===== config.mk =====
export PLATFORM = sky130hd
export DESIGN_NAME = crash_sound_latch
export DESIGN_NICKNAME = d
export VERILOG_FILES = /design/src/rtl/crash_sound_latch.sv
export SDC_FILE = /design/constraint.sdc
export NUM_CORES = 1
export LEC_CHECK = 0
export ABC_AREA = 1
export BUFFER_PORTS_ARGS = -buffer_cell sky130_fd_sc_hd__buf_2
export CAP_MARGIN = 10
export CELL_PAD_IN_SITES_DETAIL_PLACEMENT = 0
export CELL_PAD_IN_SITES_GLOBAL_PLACEMENT = 1
export CORE_MARGIN = 2
export CORE_UTILIZATION = 44
export DETAILED_ROUTE_END_ITERATION = 7
export GPL_TIMING_DRIVEN = 1
export PLACE_DENSITY_LB_ADDON = 0.1
export SETUP_SLACK_MARGIN = 0.05
export SLEW_MARGIN = 5
export SYNTH_ARGS = -nofsm -noshare
export SYNTH_HDL_FRONTEND = slang
export SYNTH_SLANG_ARGS = --single-unit

===== constraint.sdc =====
create_clock -name clk -period 2.85 [get_ports clk]
set_input_delay 0.1425 -clock clk [delete_from_list [all_inputs] [get_ports clk]]
set_output_delay 0.1425 -clock clk [all_outputs]
set_load 0.01 [all_outputs]

===== src/rtl/crash_sound_latch.sv =====
`timescale 1ns/1ps
// crash_sound_latch
//   CPU-side writer for the crash/bang audio path. Captures CPU sound-register
//   writes, derives the 48 kHz sample enable from the system clock, and presents
//   the crash level to the bang generator. The level only changes on sample
//   boundaries, so the consumer never sees a change in the middle of a sample.
//
// Ports
//   clk           in   1  system clock, all logic on posedge
//   reset_n       in   1  asynchronous active-low reset
//   cpu_wr        in   1  one-cycle write strobe from the address decoder
//   cpu_data      in   8  [3:0] crash level, [4] mute, [7:5] ignored
//   clk_en_48KHz  out  1  one-cycle sample enable
//   crsh          out  4  crash level to the bang generator
//   crsh_trig     out  1  one-cycle pulse when crsh goes 0 -> nonzero
//   overrun       out  1  one-cycle pulse when a pending write is overwritten
//                         before it was applied
//
// Configuration
//   CRSH_DECAY_EN  when defined, crsh steps down by one every DECAY_SAMPLES
//                  sample enables until it reaches 0. When undefined, no decay
//                  counter exists and crsh holds its applied value.
module crash_sound_latch #(
    parameter int unsigned CLK_HZ        = 12_096_000,
    parameter int unsigned SAMPLE_HZ     = 48_000,
    parameter int unsigned DECAY_SAMPLES = 432
) (
    input  logic       clk,
    input  logic       reset_n,
    input  logic       cpu_wr,
    input  logic [7:0] cpu_data,
    output logic       clk_en_48KHz,
    output logic [3:0] crsh,
    output logic       crsh_trig,
    output logic       overrun
);

    // ------------------------------------------------------------------
    // State
    // ------------------------------------------------------------------
    logic [31:0] acc_q,        acc_d;
    logic        tick_q,       tick_d;
    logic        en_q,         en_d;
    logic [4:0]  pending_q,    pending_d;      // {mute, level}
    logic        pend_valid_q, pend_valid_d;
    logic [3:0]  crsh_q,       crsh_d;
    logic        trig_q,       trig_d;
    logic        overrun_q,    overrun_d;

    logic [32:0] acc_sum;
    logic        apply;
    logic [3:0]  apply_level;

`ifdef CRSH_DECAY_EN
    localparam logic [15:0] DECAY_LAST = 16'(DECAY_SAMPLES - 1);
    logic [15:0] decay_cnt_q, decay_cnt_d;
`else
    // Parameter kept for a uniform interface; it has no effect in this build.
    logic [15:0] decay_param_unused;
    assign decay_param_unused = 16'(DECAY_SAMPLES);
`endif

    // Upper data bits carry nothing for this register.
    logic cpu_data_unused;
    assign cpu_data_unused = ^cpu_data[7:5];

    // ------------------------------------------------------------------
    // Fractional rate generator: adds SAMPLE_HZ per clock and wraps at
    // CLK_HZ, so the long-run pulse rate is exact with no drift. The sum is
    // one bit wider so the comparison cannot be fooled by a carry out.
    // tick is registered and then registered again as the enable, which
    // places the first enable after the 253rd edge with the default rates.
    // ------------------------------------------------------------------
    always_comb begin
        acc_sum = {1'b0, acc_q} + 33'(SAMPLE_HZ);
        tick_d  = (acc_sum >= 33'(CLK_HZ));
        if (tick_d) begin
            acc_d = 32'(acc_sum - 33'(CLK_HZ));
        end else begin
            acc_d = acc_sum[31:0];
        end
        en_d = tick_q;
    end

    // ------------------------------------------------------------------
    // Write capture. A write landing on the apply edge replaces the pending
    // slot after the old value has been consumed, so it stays pending and
    // is not an overrun.
    // ------------------------------------------------------------------
    assign apply       = en_q & pend_valid_q;
    assign apply_level = pending_q[4] ? 4'h0 : pending_q[3:0];

    always_comb begin
        pending_d    = pending_q;
        pend_valid_d = pend_valid_q;
        overrun_d    = 1'b0;

        if (apply) begin
            pend_valid_d = 1'b0;
        end

        if (cpu_wr) begin
            pending_d    = cpu_data[4:0];
            pend_valid_d = 1'b1;
            overrun_d    = pend_valid_q & ~apply;
        end
    end

    // ------------------------------------------------------------------
    // Output level. Changes only on an enable edge: either an apply or
    // (with decay built) a decay step. Apply wins over decay and restarts
    // the decay interval.
    // ------------------------------------------------------------------
    always_comb begin
        crsh_d = crsh_q;
`ifdef CRSH_DECAY_EN
        decay_cnt_d = decay_cnt_q;
`endif

        if (apply) begin
            crsh_d = apply_level;
`ifdef CRSH_DECAY_EN
            decay_cnt_d = '0;
`endif
        end
`ifdef CRSH_DECAY_EN
        else if (en_q && (crsh_q != 4'h0)) begin
            if (decay_cnt_q == DECAY_LAST) begin
                crsh_d      = crsh_q - 4'h1;
                decay_cnt_d = '0;
            end else begin
                decay_cnt_d = decay_cnt_q + 16'h1;
            end
        end
`endif

        // Registered alongside crsh so the pulse lines up with the new level.
        trig_d = (crsh_q == 4'h0) && (crsh_d != 4'h0);
    end

    // ------------------------------------------------------------------
    // Registers
    // ------------------------------------------------------------------
    always_ff @(posedge clk or negedge reset_n) begin
        if (!reset_n) begin
            acc_q        <= '0;
            tick_q       <= 1'b0;
            en_q         <= 1'b0;
            pending_q    <= '0;
            pend_valid_q <= 1'b0;
            crsh_q       <= '0;
            trig_q       <= 1'b0;
            overrun_q    <= 1'b0;
        end else begin
            acc_q        <= acc_d;
            tick_q       <= tick_d;
            en_q         <= en_d;
            pending_q    <= pending_d;
            pend_valid_q <= pend_valid_d;
            crsh_q       <= crsh_d;
            trig_q       <= trig_d;
            overrun_q    <= overrun_d;
        end
    end

`ifdef CRSH_DECAY_EN
    always_ff @(posedge clk or negedge reset_n) begin
        if (!reset_n) begin
            decay_cnt_q <= '0;
        end else begin
            decay_cnt_q <= decay_cnt_d;
        end
    end
`endif

    assign clk_en_48KHz = en_q;
    assign crsh         = crsh_q;
    assign crsh_trig    = trig_q;
    assign overrun      = overrun_q;

endmodule

==> metrics.yaml, run 1 <==
grt_max_degree: 40
crit_buf_inv: 3
initial_utilization_pct: 45.20
yosysSeqAreaShare_pct: 31.95
synth_top_area_share_pct: 31.95
cts-buffers-inserted: 5
clk_latency_ps: 290
async_flop_share_pct: 100.0
ys_ff_latch: 39
worst_setup_path_end_kind: "register"
synth_top_family_by_area: "simple AND/OR/NAND/NOR gates"
ys.flop_type: "dfrtp_1"
period_needed_ps: 2540
cts_tree: "built"
yosysWarnings: 0
clkSlewWorstSetupHoldPaths_ps: 80
critPathMaxFanout: 7
drive_gt1_share_pct: 17.52
synth_compound_area_share_pct: 4.015
die_w_um: 87.32
path_delay_family: "simple AND/OR/NAND/NOR gates"
totalWireLength_um: 7183
vdd_drop_max_mv: 0.1871
syn_avg_cell_area_um2: 6.540
fin_crit_sh_pct: 89.12
routed_via_density: 4.862
grtUsageTotal_pct: 20.81
synthTopCellsByCount: "nand2_1 (181), inv_1 (55), dfrtp_1 (39)"
die_h_um: 87.32
crit_path_max_incr_delay_ps: 390
syn-num-nets: 482
dr.pass1.iters: 4
maxCapViolations: 0
hold_path_class: "primary input to register"
drtIter0Drc: 132
clock_path_buffers: 2
yosysUniqueCellTypes: 33
placed_area_um2: 3232
path_common_cell: "nand2_1"
rows: 30
io_pins: 18
cp.arrival_ps: 2730
crit_slowest_cell: "dfrtp_1"
ys_top_cells_by_area: "dfrtp_1 (32%), nand2_1 (22%), inv_1 (6.8%)"
yosys.area_share.simple_pct: 48.71
timing.hold.ws_ps: 48.40
critPathLaunchType: "register"
r2r_slack_ps: 310
gp_congestion: 0.8951
fin_skew_ps: 6.099
yosys.area.top_type: "dfrtp_1"
synth_edf_count: 0
grt_pass1_vias: 2593
grt_pass1_wl_um: 12250
setup_tns_ps: 0
fp.coreArea_um2: 6756
rsz0062_at_grt: "false"
status: "finished, final reports clean"
final-setup-viol-count: 0
crit_required_ps: 3040
fmax_mhz: 393.7
leakage_uw: 0.001895
hpwl_um: 5699
synth_fa_ha_area_share_pct: 1.639
netlist_area_um2: 3054
worst_slew_pin_slew_ps: 864.9
crit_chain: "inv_1, ha_1, nand2_1, nand2_2, nand2_1, nand2_1, nand2_1, nand3b_1, nand2_1, nor2_4, nand2_1, nor2_2, inv_2, nor2_2, nor2_4, buf_4, nand2_1, nand2_1"
syn_inst: 467
power_density_nw_per_um2: 336.0
drcViolationCount: 0
final_nets: 505
synth_xor_area_share_pct: 4.547
antenna_left: 0
cts.sinks: 39
fin_area_um2: 3412
portBuffers: 14
htreeDepth: 2
hold_viol_final: 0
antenna_cells: 0
synth_most_common_cell: "nand2_1"
synthMuxAreaShare_pct: 0
grt_antenna_before_repair: 0
critPathKind: "register to register"
slew_violations: 0
wl_per_cell_um: 12.58
die_area_um2: 7624
slew_headroom_pct: 42.34
syn_to_final_growth_pct: 11.72
root_buffer: "clkbuf_8"
num_vias: 2776
grt-ovfl-total: 0
## area by class of cell
class,instances,area (um2)
tap,80,100.1
clock buffer,6,72.57
multi-input combinational,358,1809
clock inverter,2,60.06
inverter,65,244.0
sequential,39,975.9
fill,686,3344
timing repair buffer,21,150.1
## cells by family after synthesis
family,count (synthesis)
buffers and inverters,70
AND/OR/NAND/NOR,319
XOR/XNOR,15
flip-flops,39
AO/OA/AOI/OAI,20
adder cells (fa/ha/maj),4
## flip-flops by register name, indices dropped and copies added (netlist names)
| name | count |
|---|---|
| crsh | 4 |
| acc_q | 25 |
| en_d | 1 |
| pending_q | 5 |
| crsh_trig | 1 |
| pend_valid_q | 1 |
| overrun | 1 |
| clk_en_48KHz | 1 |
## metrics by stage
| stage | instances | total power [uW] | setup WS, ps | util, % |
|---|---|---|---|---|
| detailed placement | 560 | 601.2 | 88.00 | 47.83 |
| global route | 571 | 1196 | 63.54 | 50.50 |
| global placement | 560 | 600.4 | 135.0 | 47.83 |
| finish | 571 | 1147 | 310.0 | 50.50 |
| CTS | 569 | 1165 | 79.87 | 49.94 |
| floorplan | 467 | 582.5 | 606.3 | - |
## power by group
group          switching, uW  internal, uW
logic                   18.9          7.91
clock network            207           350
registers               3.12           560
## final timing paths
path | cells past startpoint | startpoint | endpoint
max in group asynchronous | 2 | reset_n | crsh[3]
worst min-delay path | 3 | cpu_data[4] | pending_q[4]
worst max register to register | 18 | acc_q[7] | acc_q[10]
worst min register to register | 0 | en_d | clk_en_48KHz
worst max-delay path | 18 | acc_q[7] | acc_q[10]
min in group asynchronous | 2 | reset_n | acc_q[13]
## per-layer routing
| metal | wire [um] | up-vias | global-route usage, % |
|---|---|---|---|
| met3 | 201 | 11 | 2.844 |
| li1 | - | 1497 | - |
| met1 | 3561 | 1223 | 29.05 |
| met2 | 3268 | 45 | 33.20 |
| met5 | 0 | - | 0 |
| met4 | 151 | 0 | 6.713 |
## cell usage in the layout (no fill, tap or decap)
cell             n
xor2_2           1
buf_12           2
inv_1           55
a21oi_1          6
nand3_1         34
o21ai_2          1
nand3_2          3
nand2_2         20
or4_1            1
xor2_1          12
buf_4            4
nand3_4          1
clkbuf_8         5
o21ai_0          7
and2_4           1
buf_2           14
nor2_4           6
dfrtp_1         39
a21oi_2          4
nor3_2           1
nand2_1        181
or3_1            1
ha_1             4
nor2_2           9
xnor2_1          2
inv_2           10
nor3_1          11
nand4_2          1
dlygate4sd3_1    1
nor2_1          29
clkbuf_1         1
nand3b_1        10
bufinv_16        2
o21ai_1          1
a41oi_1          1
nand4_1          9
nand2_4          1
## timing repair
action	4_1_cts	5_1_grt
endpoints found under the setup margin	0	23
setup buffers	0	2
endpoints found under the hold margin	39	0
hold buffers	1	0
gates resized for setup	0	2
## worst min-delay path, delay by kind of cell
family,cells,cell delay (ps)
buffers and inverters,1,70
and+or+nand+nor,2,90
No activity file was read; power rests on OpenSTA's default activity.
==> run 2: changes to the inputs <==
--- a/config.mk
+++ b/config.mk
@@ -14,6 +14,7 @@
 export CORE_UTILIZATION = 44
 export DETAILED_ROUTE_END_ITERATION = 7
 export GPL_TIMING_DRIVEN = 1
+export HOLD_SLACK_MARGIN = 0.12
 export PLACE_DENSITY_LB_ADDON = 0.1
 export SETUP_SLACK_MARGIN = 0.05
 export SLEW_MARGIN = 5
==> run 2 against run 1 <==
  * Global-route usage increased by 0.16 points
  * Clock skew about the same
  * Register-to-register slack about the same
  * Combinational power rose by 19%
  * Count of clock-buffer cells in the layout is the same
  * Critical path depth did not move
  * Final cell count increased by 0.88%
  * Design area is 1.5% higher
  * Setup slack improved by 8.5 ps
  * Largest power group unchanged
  * Highest routed layer unchanged
==> metrics.yaml, run 2 (synthesis results as in run 1) <==
grt_pass1_vias: 2618
fp.coreArea_um2: 6756
drcViolationCount: 0
rsz0062_at_grt: "false"
cts.sinks: 39
internal_power_uw: 922.2
power_density_nw_per_um2: 331.9
multiInputGateArea_um2: 1809
portBuffers: 14
worst_slew_pin_slew_ps: 856.9
cp-endpoint: "acc_q[10]"
vdd_drop_max_mv: 0.1871
initial_utilization_pct: 45.20
grt_pass1_wl_um: 12340
rows: 30
gp_congestion: 0.8951
totalWireLength_um: 7208
maxCapViolations: 0
dr.pass1.iters: 4
critPathMaxFanout: 7
cp-startpoint: "acc_q[7]"
final-setup-viol-count: 0
leakage_uw: 0.001916
largest_reg_flops: 25
power_frac_comb_pct: 2.8
critPathKind: "register to register"
wl_per_cell_um: 12.51
critPathLaunchType: "register"
slew_headroom_pct: 42.87
final_nets: 510
r2r-start: "acc_q[7]"
fillCellCount: 681
fin_skew_ps: 5.776
place_ws_ps: 88.00
clk_latency_ps: 290
r2r_end: "acc_q[10]"
grtUsageTotal_pct: 20.97
fin_crit_sh_pct: 88.82
setup_slack_ps: 318.5
io_pins: 18
antenna_cells: 0
antenna_left: 0
cts_tree: "built"
clock_path_buffers: 2
hpwl_um: 5699
period_needed_ps: 2531
p_sw_uw: 226.7
die_area_um2: 7624
drtIter0Drc: 131
die_h_um: 87.32
power.share.switching_pct: 19.73
setup_tns_ps: 0
r2r_slack_ps: 320
most-common-layout-cells: "nand2_1 (181), inv_1 (55), dfrtp_1 (39), nand3_1 (34), nor2_1 (29)"
crit_required_ps: 3040
cts-buffers-inserted: 5
ff2ff_path_depth: 18
regArea_um2: 975.9
drive_gt1_share_pct: 17.34
top_register: "acc_q"
clkSlewWorstSetupHoldPaths_ps: 80
status: "finished, final reports clean"
num_vias: 2796
cp.arrival_ps: 2720
hold_path_class: "primary input to register"
routed_via_density: 4.854
grt_antenna_before_repair: 0
grt-ovfl-total: 0
grt_max_degree: 40
clock_power_share_pct: 48.2
seq_power_share_pct: 49.0
fmax_mhz: 395.0
hold_viol_final: 0
root_buffer: "clkbuf_8"
worst_setup_path_end_kind: "register"
slew_violations: 0
final_common_cell: "nand2_1"
syn_to_final_growth_pct: 13.36
htreeDepth: 2
die_w_um: 87.32
[run 2: power groups by stage]
| stage | logic (uW) | registers, uW | clock network, uW |
|---|---|---|---|
| after global placement | 26.5 | 574 | 0 |
| final | 32.0 | 563 | 554 |
| after detailed placement | 27.2 | 574 | 0 |
| after floorplan | 8.68 | 574 | 0 |
| after global routing | 38.4 | 564 | 597 |
| after CTS | 33.5 | 563 | 574 |
[run 2: critical path, cell delays in order (launching register included)]
cell and delay (ps):
dfrtp_1 390, inv_1 110, ha_1 190, nand2_1 70
nand2_2 100, nand2_1 110, nand2_1 90, nand2_1 110
nand3b_1 100, nand2_1 130, nor2_4 220, nand2_1 90
nor2_2 160, inv_2 60, nor2_2 150, nor2_4 50
buf_4 170, nand2_1 60, nand2_1 50
[run 2: layout make-up]
| type | count | area share, % |
|---|---|---|
| Clock buffer | 6 | 2.096 |
| Clock inverter | 2 | 1.735 |
| Tap cell | 80 | 2.891 |
| Inverter | 65 | 7.047 |
| Timing Repair Buffer | 26 | 5.782 |
| Multi-Input combinational cell | 358 | 52.26 |
| Sequential cell | 39 | 28.19 |
[run 2: worst min path at each step]
stage          startpoint            to  slack, ps  cells after the start
2_1_floorplan     reset_n     acc_q[10]       -150                      0
3_3_place_gp      reset_n     acc_q[13]        300                      1
3_5_place_dp      reset_n     acc_q[13]        310                      1
4_1_cts            cpu_wr  pending_q[4]        140                      3
5_1_grt            cpu_wr  pending_q[4]        150                      3
6_report           cpu_wr  pending_q[4]        150                      3
[run 2: per-stage QoR]
| step | instances | instance area [um2] | power [uW] | utilization (%) | hold WS, ps |
|---|---|---|---|---|---|
| CTS | 574 | 3425 | 1170 | 50.69 | 142.4 |
| global placement | 560 | 3232 | 600.4 | 47.83 | 304.8 |
| detailed placement | 560 | 3232 | 601.2 | 47.83 | 311.6 |
| floorplan | 467 | 3054 | 582.5 | - | -153.1 |
| global route | 576 | 3462 | 1199 | 51.24 | 154.2 |
| finish | 576 | 3462 | 1149 | 51.24 | 147.7 |
[run 2: metal layers]
layer / wire [um] / track usage, % / part of all wire [%]
met1: 3549 / 29.05 / 49
met2: 3312 / 33.75 / 46
met3: 194 / 2.844 / 2.7
met4: 151 / 6.713 / 2.1
met5: 0 / 0 / 0
[run 2: timing repair]
action                     in CTS  in global routing
hold endpoints to repair       44                  0
setup endpoints to repair       0                 23
resized for setup               0                  2
hold buffers                    6                  0
buffers inserted                0                  2
==> run 3: changes to the inputs <==
--- a/config.mk
+++ b/config.mk
@@ -15,7 +15,7 @@
 export DETAILED_ROUTE_END_ITERATION = 7
 export GPL_TIMING_DRIVEN = 1
 export HOLD_SLACK_MARGIN = 0.12
-export PLACE_DENSITY_LB_ADDON = 0.1
+export PLACE_DENSITY = 0.77
 export SETUP_SLACK_MARGIN = 0.05
 export SLEW_MARGIN = 5
 export SYNTH_ARGS = -nofsm -noshare
==> run 3 against run 2 <==
  * Flip-flop and latch count stayed put
  * Worst hold slack about the same
  * Critical endpoint is now acc_q[22]
  * Clock skew down 0.88 ps
  * Largest cell class unchanged
==> metrics.yaml, run 3 (synthesis results as in run 1) <==
grt_pass1_vias: 2637
final_nets: 511
grt_pass1_wl_um: 12500
leakage_uw: 0.001922
critPathKind: "register to register"
final-setup-viol-count: 0
drtIter0Drc: 99
gp_congestion: 0.8671
die_w_um: 87.32
seq_power_share_pct: 49.1
root_buffer: "clkbuf_8"
rsz0062_at_grt: "false"
grt_max_degree: 40
routed_via_density: 4.917
wl_per_cell_um: 13.02
cp.arrival_ps: 2750
antenna_left: 0
htreeDepth: 2
critPathMaxFanout: 5
internal_power_uw: 922.1
crit_required_ps: 3040
top_register: "acc_q"
grt-ovfl-total: 0
power_density_nw_per_um2: 330.1
regArea_um2: 975.9
rows: 30
slew_violations: 0
initial_utilization_pct: 45.20
dr.pass1.iters: 4
vdd_drop_max_mv: 0.1480
setup_tns_ps: 0
most-common-layout-cells: "nand2_1 (180), inv_1 (55), dfrtp_1 (39), nand3_1 (34), nor2_1 (27)"
worst_slew_pin_slew_ps: 881.5
totalWireLength_um: 7513
p_sw_uw: 224.1
clk_latency_ps: 290
hpwl_um: 5795
antenna_cells: 0
clock_power_share_pct: 48.1
fillCellCount: 707
hold_path_class: "primary input to register"
fin_crit_sh_pct: 89.79
cts.sinks: 39
power_frac_comb_pct: 2.8
clkSlewWorstSetupHoldPaths_ps: 80
period_needed_ps: 2559
cts-buffers-inserted: 5
fin_skew_ps: 4.898
final_common_cell: "nand2_1"
maxCapViolations: 0
fp.coreArea_um2: 6756
slew_headroom_pct: 41.24
cts_tree: "built"
num_vias: 2837
multiInputGateArea_um2: 1812
drive_gt1_share_pct: 18.11
worst_setup_path_end_kind: "register"
critPathLaunchType: "register"
io_pins: 18
grtUsageTotal_pct: 21.00
status: "finished, final reports clean"
power.share.switching_pct: 19.55
die_h_um: 87.32
hold_viol_final: 0
clock_path_buffers: 2
fmax_mhz: 390.8
grt_antenna_before_repair: 0
drcViolationCount: 0
die_area_um2: 7624
largest_reg_flops: 25
timing.hold.ws_ps: 147.2
syn_to_final_growth_pct: 13.68
portBuffers: 14
## run 3: repair_timing
action	in CTS	in global routing
gates resized for setup	0	4
hold buffers	6	0
setup buffers	0	2
endpoints found under the setup margin	0	23
hold endpoints to repair	44	0
## run 3: power by group through the flow
stage / clock network [uW] / logic (uW) / registers [uW]
3_5_place_dp: 0 / 27.6 / 574
3_3_place_gp: 0 / 26.5 / 574
5_1_grt: 591 / 38.1 / 564
4_1_cts: 568 / 33.8 / 563
6_report: 551 / 32.4 / 563
2_1_floorplan: 0 / 8.68 / 574
## run 3: area by class of cell
type	instances	share of cell area (%)
Multi-Input combinational cell	358	52.18
Sequential cell	39	28.11
Clock buffer	6	2.090
Clock inverter	2	1.730
Tap cell	80	2.883
Timing Repair Buffer	27	5.982
Inverter	65	7.027
## run 3: final timing paths
check | cells past startpoint | startpoint | endpoint | slack, ps
max | 17 | acc_q[7] | acc_q[22] | 290
max in group asynchronous | 2 | reset_n | pending_q[3] | 1800
min in group asynchronous | 2 | reset_n | acc_q[9] | 500
min | 3 | cpu_wr | pending_q[4] | 150
min reg2reg | 0 | en_d | clk_en_48KHz | 360
max reg2reg | 17 | acc_q[7] | acc_q[22] | 290
## run 3: metal layers
| metal | part of all wire [%] | GRT usage (%) | vias up |
|---|---|---|---|
| li1 | - | - | 1508 |
| met1 | 48 | 28.08 | 1282 |
| met2 | 48 | 34.99 | 38 |
| met3 | 2.2 | 2.654 | 9 |
| met4 | 1.9 | 6.993 | 0 |
| met5 | 0 | 0 | - |
## run 3: critical path: stages, from the launching register on
cell and delay [ps]:
dfrtp_1 360, inv_1 80, ha_1 230, nand2_1 80
nand2_2 80, a21oi_1 170, nand2_1 90, nand2_1 120
nand2_1 70, nand2_1 80, nand3b_1 240, nor3_2 230
nand2_1 150, nor2_2 160, nor2_4 60, buf_4 170
nand2_2 50, nand2_1 40
## run 3: through the flow
stage / instance area, um2 / util [%] / power [uW] / cells / worst slack (ps)
after CTS: 3432 / 50.80 / 1165 / 575 / 68.89
after global routing: 3472 / 51.39 / 1192 / 577 / 50.49
after global placement: 3239 / 47.94 / 600.4 / 561 / 150.1
final: 3472 / 51.39 / 1146 / 577 / 291.0
after floorplan: 3054 / - / 582.5 / 467 / 606.3
after detailed placement: 3239 / 47.94 / 601.3 / 561 / 83.97
